## src/rtl/ula_pkg.sv

```systemverilog
// ula_pkg: shared constants for the ULA and its two-requester arbiter.
//   SEL_W/OP_W/RES_W  opcode, operand and result widths
//   OP_*              ULA opcodes (OP_SOMA=0000 .. OP_IGUAL=1111)
//   state_t           arbiter FSM encoding
package ula_pkg;

    localparam int unsigned SEL_W = 4;
    localparam int unsigned OP_W  = 2;
    localparam int unsigned RES_W = 3;
    localparam int unsigned CNT_W = 4;

    localparam logic [SEL_W-1:0] OP_SOMA    = 4'b0000;
    localparam logic [SEL_W-1:0] OP_SUB     = 4'b0001;
    localparam logic [SEL_W-1:0] OP_OU      = 4'b0010;
    localparam logic [SEL_W-1:0] OP_E       = 4'b0011;
    localparam logic [SEL_W-1:0] OP_SHL     = 4'b0100;
    localparam logic [SEL_W-1:0] OP_SHR     = 4'b0101;
    localparam logic [SEL_W-1:0] OP_XOU     = 4'b0110;
    localparam logic [SEL_W-1:0] OP_NAO     = 4'b0111;
    localparam logic [SEL_W-1:0] OP_PASSA_A = 4'b1000;
    localparam logic [SEL_W-1:0] OP_PASSA_B = 4'b1001;
    localparam logic [SEL_W-1:0] OP_INC     = 4'b1010;
    localparam logic [SEL_W-1:0] OP_DEC     = 4'b1011;
    localparam logic [SEL_W-1:0] OP_ZERO    = 4'b1100;
    localparam logic [SEL_W-1:0] OP_CONCAT  = 4'b1101;
    localparam logic [SEL_W-1:0] OP_MAIOR   = 4'b1110;
    localparam logic [SEL_W-1:0] OP_IGUAL   = 4'b1111;

    typedef enum logic [1:0] {
        IDLE = 2'b00,
        EXEC = 2'b01,
        RESP = 2'b10
    } state_t;

endpackage

```

## src/rtl/ula.sv

```systemverilog
// ula: combinational 2-bit ULA with 3-bit result.
//   Sel   opcode (see ula_pkg OP_*)
//   A     operand A
//   B     operand B; only B[0] participates except for OP_MAIOR/OP_IGUAL
//   Saida result, zero-extended to RES_W
module ula
    import ula_pkg::*;
(
    input  logic [SEL_W-1:0] Sel,
    input  logic [OP_W-1:0]  A,
    input  logic [OP_W-1:0]  B,
    output logic [RES_W-1:0] Saida
);

    logic [RES_W-1:0] a3;
    logic [RES_W-1:0] b0;

    assign a3 = {1'b0, A};
    assign b0 = {2'b00, B[0]};

    always_comb begin
        Saida = '0;
        case (Sel)
            OP_SOMA:    Saida = a3 + b0;
            OP_SUB:     Saida = a3 - b0;
            OP_OU:      Saida = a3 | b0;
            OP_E:       Saida = a3 & b0;
            OP_SHL:     Saida = {A, 1'b0};
            OP_SHR:     Saida = {2'b00, A[1]};
            OP_XOU:     Saida = a3 ^ b0;
            OP_NAO:     Saida = {1'b0, ~A};
            OP_PASSA_A: Saida = a3;
            OP_PASSA_B: Saida = b0;
            OP_INC:     Saida = a3 + 3'd1;
            OP_DEC:     Saida = a3 - 3'd1;
            OP_ZERO:    Saida = '0;
            OP_CONCAT:  Saida = {B[0], A};
            OP_MAIOR:   Saida = {2'b00, A > B};
            OP_IGUAL:   Saida = {2'b00, A == B};
            default:    Saida = '0;
        endcase
    end

endmodule

```

## src/rtl/ula_arbitro.sv

```systemverilog
// ula_arbitro: round-robin arbiter sharing one ULA between two requesters.
//   clk, rst_n              clock, asynchronous active-low reset
//   req_valid/req_ready[i]  per-requester handshake (ready is combinational)
//   req_sel/req_a/req_b[i]  per-requester opcode and operands
//   rsp_valid/rsp_ready     result handshake
//   rsp_data, rsp_id        captured ULA result and owning requester
//   busy                    high whenever not IDLE
//   op_count                completed responses, wraps silently
// Operands are held in registers for EXEC_CYCLES cycles before the result is
// captured, so the ULA never sees requester inputs while an op is in flight.
module ula_arbitro
    import ula_pkg::*;
#(
    parameter int unsigned EXEC_CYCLES = 1
) (
    input  logic                       clk,
    input  logic                       rst_n,
    input  logic [1:0]                 req_valid,
    output logic [1:0]                 req_ready,
    input  logic [1:0][SEL_W-1:0]      req_sel,
    input  logic [1:0][OP_W-1:0]       req_a,
    input  logic [1:0][OP_W-1:0]       req_b,
    output logic                       rsp_valid,
    input  logic                       rsp_ready,
    output logic [RES_W-1:0]           rsp_data,
    output logic                       rsp_id,
    output logic                       busy,
    output logic [7:0]                 op_count
);

    localparam logic [CNT_W-1:0] CNT_LOAD = CNT_W'(EXEC_CYCLES - 1);

    state_t             state_q, state_d;
    logic [SEL_W-1:0]   sel_q;
    logic [OP_W-1:0]    a_q, b_q;
    logic               id_q;
    logic [CNT_W-1:0]   cnt_q;
    logic               last_q;
    logic [RES_W-1:0]   rsp_data_q;
    logic               rsp_id_q;
    logic [7:0]         op_count_q;

    logic               grant_id;
    logic               handshake;
    logic [RES_W-1:0]   saida;

    // On a tie the requester not served last wins; otherwise the lone one.
    assign grant_id  = (req_valid == 2'b11) ? ~last_q : req_valid[1];
    assign handshake = |(req_valid & req_ready);

    always_comb begin
        state_d   = state_q;
        req_ready = '0;
        case (state_q)
            IDLE: begin
                if (req_valid != 2'b00) begin
                    req_ready[grant_id] = 1'b1;
                    state_d             = EXEC;
                end
            end
            EXEC: begin
                if (cnt_q == '0) begin
                    state_d = RESP;
                end
            end
            RESP: begin
                if (rsp_ready) begin
                    state_d = IDLE;
                end
            end
            default: state_d = IDLE;
        endcase
    end

    always_ff @(posedge clk or negedge rst_n) begin
        if (!rst_n) begin
            state_q    <= IDLE;
            sel_q      <= '0;
            a_q        <= '0;
            b_q        <= '0;
            id_q       <= 1'b0;
            cnt_q      <= '0;
            last_q     <= 1'b1;
            rsp_data_q <= '0;
            rsp_id_q   <= 1'b0;
            op_count_q <= '0;
        end else begin
            state_q <= state_d;
            case (state_q)
                IDLE: begin
                    if (handshake) begin
                        sel_q <= req_sel[grant_id];
                        a_q   <= req_a[grant_id];
                        b_q   <= req_b[grant_id];
                        id_q  <= grant_id;
                        cnt_q <= CNT_LOAD;
                    end
                end
                EXEC: begin
                    if (cnt_q == '0) begin
                        rsp_data_q <= saida;
                        rsp_id_q   <= id_q;
                    end else begin
                        cnt_q <= cnt_q - CNT_W'(1);
                    end
                end
                RESP: begin
                    if (rsp_ready) begin
                        last_q     <= rsp_id_q;
                        op_count_q <= op_count_q + 8'd1;
                    end
                end
                default: ;
            endcase
        end
    end

    ula u_ula (
        .Sel   (sel_q),
        .A     (a_q),
        .B     (b_q),
        .Saida (saida)
    );

    assign rsp_valid = (state_q == RESP);
    assign rsp_data  = rsp_data_q;
    assign rsp_id    = rsp_id_q;
    assign busy      = (state_q != IDLE);
    assign op_count  = op_count_q;

endmodule

```

## config.mk

```make
export PLATFORM = sky130hd
export DESIGN_NAME = ula_arbitro
export DESIGN_NICKNAME = d
export VERILOG_FILES = /design/src/rtl/ula_pkg.sv /design/src/rtl/ula.sv /design/src/rtl/ula_arbitro.sv
export SDC_FILE = /design/constraint.sdc
export NUM_CORES = 1
export LEC_CHECK = 0
export CAP_MARGIN = 10
export CORE_AREA = 3 3 64 66
export CTS_BUF_LIST = sky130_fd_sc_hd__clkbuf_16
export DETAILED_ROUTE_END_ITERATION = 10
export DIE_AREA = 0 0 67 69
export PLACE_DENSITY = 0.83
export SLEW_MARGIN = 25
export SYNTH_ARGS = -nofsm -noshare
export SYNTH_HDL_FRONTEND = slang
export SYNTH_HIERARCHICAL = 1
export SYNTH_SLANG_ARGS = --single-unit
export TNS_END_PERCENT = 100
```

## constraint.sdc

```tcl
create_clock -name clk -period 2.5 [get_ports clk]
set_input_delay 0.375 -clock clk [delete_from_list [all_inputs] [get_ports clk]]
set_output_delay 0.375 -clock clk [all_outputs]
set_load 0.01 [all_outputs]
```

== Yosys cells after proc, flatten, opt, wreduce, memory -nomap -nowiden ==
Cells that the tools add are included.
Widths: inputs -> output; s select.

* Bits in registers: 28
* Input port bits: 21
* Output and inout port bits: 16
* Logic and storage cells: 81

* $add $sub $neg: 6
* Magnitude comparators: 3
* Equality and inequality tests: 24
* Mux-type cells: 19
* Bitwise logic cells: 6
* Reduce and logical (&&, ||, !) cells: 13

{| class="wikitable"
|+ Operators by type and width
! kind !! count
|-
| $pmux 3 s16 || 1
|-
| $eq 4x4->1 const B || 8
|-
| $mux 2 || 9
|-
| $eq 4x3->1 const B || 4
|-
| $mux 4 || 4
|-
| $add 8x1->8 const B || 1
|-
| $eq 4x2->1 const B || 2
|-
| $logic_not 4->1 || 2
|-
| $ne 2x2->1 const B || 4
|-
| $pmux 4 s2 || 1
|-
| $pmux 2 s3 || 1
|-
| $reduce_and 2->1 || 3
|-
| $reduce_and 3->1 || 2
|-
| $reduce_bool 2->1 || 3
|-
| $eq 2x2->1 const B || 2
|-
| $eq 4x1->1 const B || 1
|-
| $sub 4x1->4 const B || 1
|-
| $add 2x1->3 || 1
|-
| $add 2x1->3 const B || 1
|-
| $sub 2x1->3 || 1
|-
| $sub 2x1->3 const B || 1
|-
| $and 2x1->2 || 1
|-
| $and 2x2->2 || 1
|-
| $eq 2x1->1 const B || 1
|-
| other kinds (14) || 15
|}

== Longest topological paths before layout ==
* Word-level depth: 12
* Gate-level depth with buffers: 9
* Gate-level depth less buffers: 8

== Modules after synthesis ==
The synthesis kept the hierarchy.

{| class="wikitable"
|+ By module, submodules not included
! module !! instances !! cells each !! area an instance (µm²) !! sequential area each (µm²)
|-
| ula_arbitro || 1 || 111 || 1395.1 || 701.9
|-
| ula || 1 || 58 || 420.4 || 0.0
|}

== Worst setup path after synthesis ==
No wires, ideal clock.

* Path type: reg2reg
* From: register sel_q[3]
* To: register rsp_data_q[2] (netlist: rsp_data[2])
* Library setup time: 0.064 ns
* Data arrival time: 2.088 ns
* Data required time: 2.436 ns
* Setup slack: 0.348 ns
* Stages on the path, launching flop included: 9
* Path buffers: 0
* Period minus slack after synthesis: 2.152 ns
* Cell sequence: dfrtp_1 > nor2b_4 > a21oi_2 > inv_1 > ha_1 > fa_1 > or4b_1 > o311ai_1 > mux2_4

* Cells in the longest elaborated chain, start to end: 2
* Elaborated cells between the ends (all ways): 17
* Classes of those cells: eq/ne: 15; mux: 1; reduce/logical: 1

{| class="wikitable"
|+ Ends and longest elaborated chain
! item !! RTL line !! text
|-
| start, declared || ula_arbitro.sv:34 || <nowiki>logic [SEL_W-1:0] sel_q;</nowiki>
|-
| start signal, assigned || ula_arbitro.sv:92 || <nowiki>sel_q <= req_sel[grant_id];</nowiki>
|-
| $eq 4x4->1 (tied with other cells) || ula.sv:23 || <nowiki>case (Sel)</nowiki>
|-
| $pmux 3 s16 * || ula.sv:23 ||
|-
| via saida[2] || ula_arbitro.sv:45 || <nowiki>logic [RES_W-1:0] saida;</nowiki>
|-
| end signal, assigned || ula_arbitro.sv:101 || <nowiki>rsp_data_q <= saida;</nowiki>
|-
| end, declared || ula_arbitro.sv:39 || <nowiki>logic [RES_W-1:0] rsp_data_q;</nowiki>
|}

Mark *: on every way through the listed nets, which the timed path passes. The rest lies on a longest branch.
A chain may end at the register's enable or synchronous reset.

== Worst setup path after layout ==
Ends and elaborated chain as after synthesis.

==> flow_metrics.tcl <==
set metrics [dict create \
    status "finished, final reports clean" \
    relSlewSlack_pct 69.1 \
    grt_first_pass_wirelength_um 6520 \
    numPortBuffers 36 \
    worst-slew-pin-transition_ns 0.462 \
    critPathTopFamily "simple AND/OR/NAND/NOR gates" \
    fin_util_pct 64.3 \
    cp_max_fo 7 \
    setup-tns-final_ns 0 \
    synth_enable_flop_cells 0 \
    ys_types 53 \
    cts_tree "done" \
    worstSetupPathType "reg -> reg" \
    cp_data_arrival_time_ns 2.56 \
    fin_crit_sh_pct 94.5 \
    grt_max_degree 29 \
    hold_violations 0 \
    postSynthCellCount 169 \
    wirelength_um 3800 \
    start_util_pct 50.0 \
    clk-insertion-delay-late_ns 0.26 \
    multi_input_comb_area_um2 991 \
    rows 22 \
    ant_nets 0 \
    peakVddDrop_uv 482 \
    synthesis.nets 199 \
    cts.sinks 28 \
    die_area_mm2 0.00462 \
    p_int_mw 1.74 \
    max_stage_delay_ns 0.52 \
    drive_gt1_share_pct 21.9 \
    h-tree-depth 1 \
    pwr-share-clk_pct 16.7 \
    ys_async_sr_fraction_pct 100 \
    fin_hold_ws_ns 0.473 \
    vias 1409 \
    rsz0062_at_grt "no" \
    diodes 0 \
    routed_via_density 5.46 \
    clk_pin_slew_worst_paths_ns 0.07 \
    period_minus_slack_ns 2.36 \
    crit_path_start_kind "flop" \
    powerDensity_mw_per_mm2 1200 \
    cap_violations 0 \
    drc_errors 0 \
    seq_area_um2 702 \
    crit_slowest_cell "or4b_1" \
    hpwl_um 2780 \
    wl_per_cell_um 14.7 \
    cts_buffer_depth 2 \
    place_congestion 0.860 \
    p_comb_share_pct 53.3 \
    fillers 291 \
    ys.flop_type "dfrtp_1" \
    antenna_found_initial 0 \
    skew_ns 0.00380 \
    synth.avg_cell_area_um2 10.7 \
    cp.required_ns 2.70 \
    final_nets 241 \
    coreArea_mm2 0.00363 \
    cts_resized 0 \
    netlist_area_mm2 0.00182 \
    grt_pass1_vias 1422 \
    finalSetupViolCount 0 \
    grt-ovfl-total 0 \
    area_delta_synth_final_pct 28.6 \
    die_w_um 67 \
    fp.dieH_um 69 \
    cts_buffers 3 \
    ys_ff_latch 28 \
    root_buffer "clkbuf_16" \
    ys_seq_area_share_pct 38.7 \
    grt_use_total_pct 17.7 \
    drv_slew 0 \
    first_iter_violations 87 \
    worst-path-buf-inv 1 \
    critical_path.cell_chain "nor2b_4, a21oi_2, inv_1, ha_1, fa_1, or4b_1, o311ai_1, mux2_4" \
    fmax_mhz 423 \
    p_sw_mw 1.06 \
    endpoint_kind "flop" \
    num_io_pins 37 \
    ys_warn_count 6 \
    cts_setup_buffers 0 \
    switching_share_pct 37.9 \
    cts_hold_buf 0 \
    seqPwrFrac_pct 30.0 \
    power.leakage_nw 1.02 \
    first_pass_iters 4 \
    min_path_type "reg -> reg" \
]
-- metal layers --
metal | track usage (%) | vias to the layer above | share of wire (%)
met5 | 0 | - | 0
met3 | 2.61 | 6 | 4.4
met1 | 25.1 | 675 | 45
met4 | 6.98 | 0 | 2.0
met2 | 26.9 | 44 | 49
li1 | - | 684 | -
-- cell type report --
class | instances | area share [%]
clock buffers | 3 | 3.22
repair buffers | 45 | 18.3
inverters | 13 | 2.09
multi-input cells | 120 | 42.4
well taps | 48 | 2.57
clock inverters | 1 | 1.29
flip-flops and latches | 28 | 30.1
-- sequential cells by signal, indices dropped and copies added (netlist names) --
register,cells
id_q,1
b_q,2
rsp_data,3
state_q,2
op_count,8
sel_q,4
last_q,1
a_q,2
rsp_id,1
cnt_q,4
-- power groups by stage --
stage          Sequential (mW)  Clock [mW]  Combinational (mW)
4_1_cts                  0.834       0.475                1.48
6_report                 0.838       0.468                1.49
2_1_floorplan            0.810           0                1.08
3_5_place_dp             0.834           0                1.47
5_1_grt                  0.867       0.499                1.64
3_3_place_gp             0.827           0                1.41
-- cells by family after synthesis --
logic type	after synthesis	share of synthesized area, %
xor gates and xnor gates	9	4.34
DFF	28	38.7
and+or+nand+nor	48	16.8
muxes	23	15.0
buffers and inverters	21	6.75
adders and majority gates	9	6.62
AOI/OAI and AO/OA	31	11.8
-- metrics by stage --
step / total power [mW] / area, um^2 / cells / setup slack (ns)
floorplan: 1.89 / 1820 / 169 / 0.348
finish: 2.80 / 2330 / 258 / 0.139
global route: 3.01 / 2330 / 258 / 0.0203
global placement: 2.24 / 2230 / 254 / 0.224
detailed placement: 2.30 / 2230 / 254 / 0.202
CTS: 2.79 / 2330 / 258 / 0.165
-- synth_stat cells (2+ instances only) --
| cell type | n | area [um^2] |
|---|---|---|
| a211oi_1 | 3 | 22.5 |
| inv_1 | 12 | 45.0 |
| a21oi_1 | 2 | 10.0 |
| buf_2 | 2 | 10.0 |
| ha_1 | 8 | 100 |
| nor2b_1 | 2 | 12.5 |
| xor2_1 | 7 | 61.3 |
| nand2_1 | 7 | 26.3 |
| a31oi_1 | 3 | 18.8 |
| nor3_1 | 8 | 40.0 |
| o21ai_0 | 9 | 45.0 |
| dfrtp_1 | 27 | 676 |
| nand2b_1 | 3 | 18.8 |
| o32ai_1 | 2 | 17.5 |
| nand2b_4 | 2 | 27.5 |
| a32oi_1 | 2 | 17.5 |
| mux2_4 | 4 | 60.1 |
| nand3_1 | 3 | 15.0 |
| buf_6 | 5 | 56.3 |
| mux2_2 | 18 | 203 |
| nor2_1 | 7 | 26.3 |
| xnor2_1 | 2 | 17.5 |
-- path summary, 6_finish.rpt --
check | slack, ns | startpoint | to | cells after the start
max | 0.14 | sel_q[3]$_DFFE_PN0P_ | rsp_data[2]$_DFFE_PN0P_ | 8
min | 0.47 | op_count[7]$_DFFE_PN0P_ | op_count[7]$_DFFE_PN0P_ | 1
max reg2reg | 0.14 | sel_q[3]$_DFFE_PN0P_ | rsp_data[2]$_DFFE_PN0P_ | 8
min reg2reg | 0.47 | op_count[7]$_DFFE_PN0P_ | op_count[7]$_DFFE_PN0P_ | 1
max in group asynchronous | 1.71 | rst_n | last_q$_DFFE_PN1P_ | 2
min in group asynchronous | 0.49 | rst_n | cnt_q[0]$_DFFE_PN0P_ | 2
-- placed cells by master (no fill, tap or decap), types with 2 or more instances in the layout --
cell	count
xor2_1	7
dfrtp_1	27
mux2_2	18
a32oi_1	2
nor2b_1	2
nand2_1	7
ha_1	8
o21ai_0	9
inv_1	12
a211oi_1	3
nor3_1	8
nand2b_1	3
mux2_4	4
nand3_1	3
nor2_1	7
buf_4	9
clkdlybuf4s50_1	36
nand2b_4	2
clkbuf_16	3
xnor2_1	2
o32ai_1	2
a31oi_1	3
a21oi_1	2
Note: power is estimated with default switching activity, not from simulation.
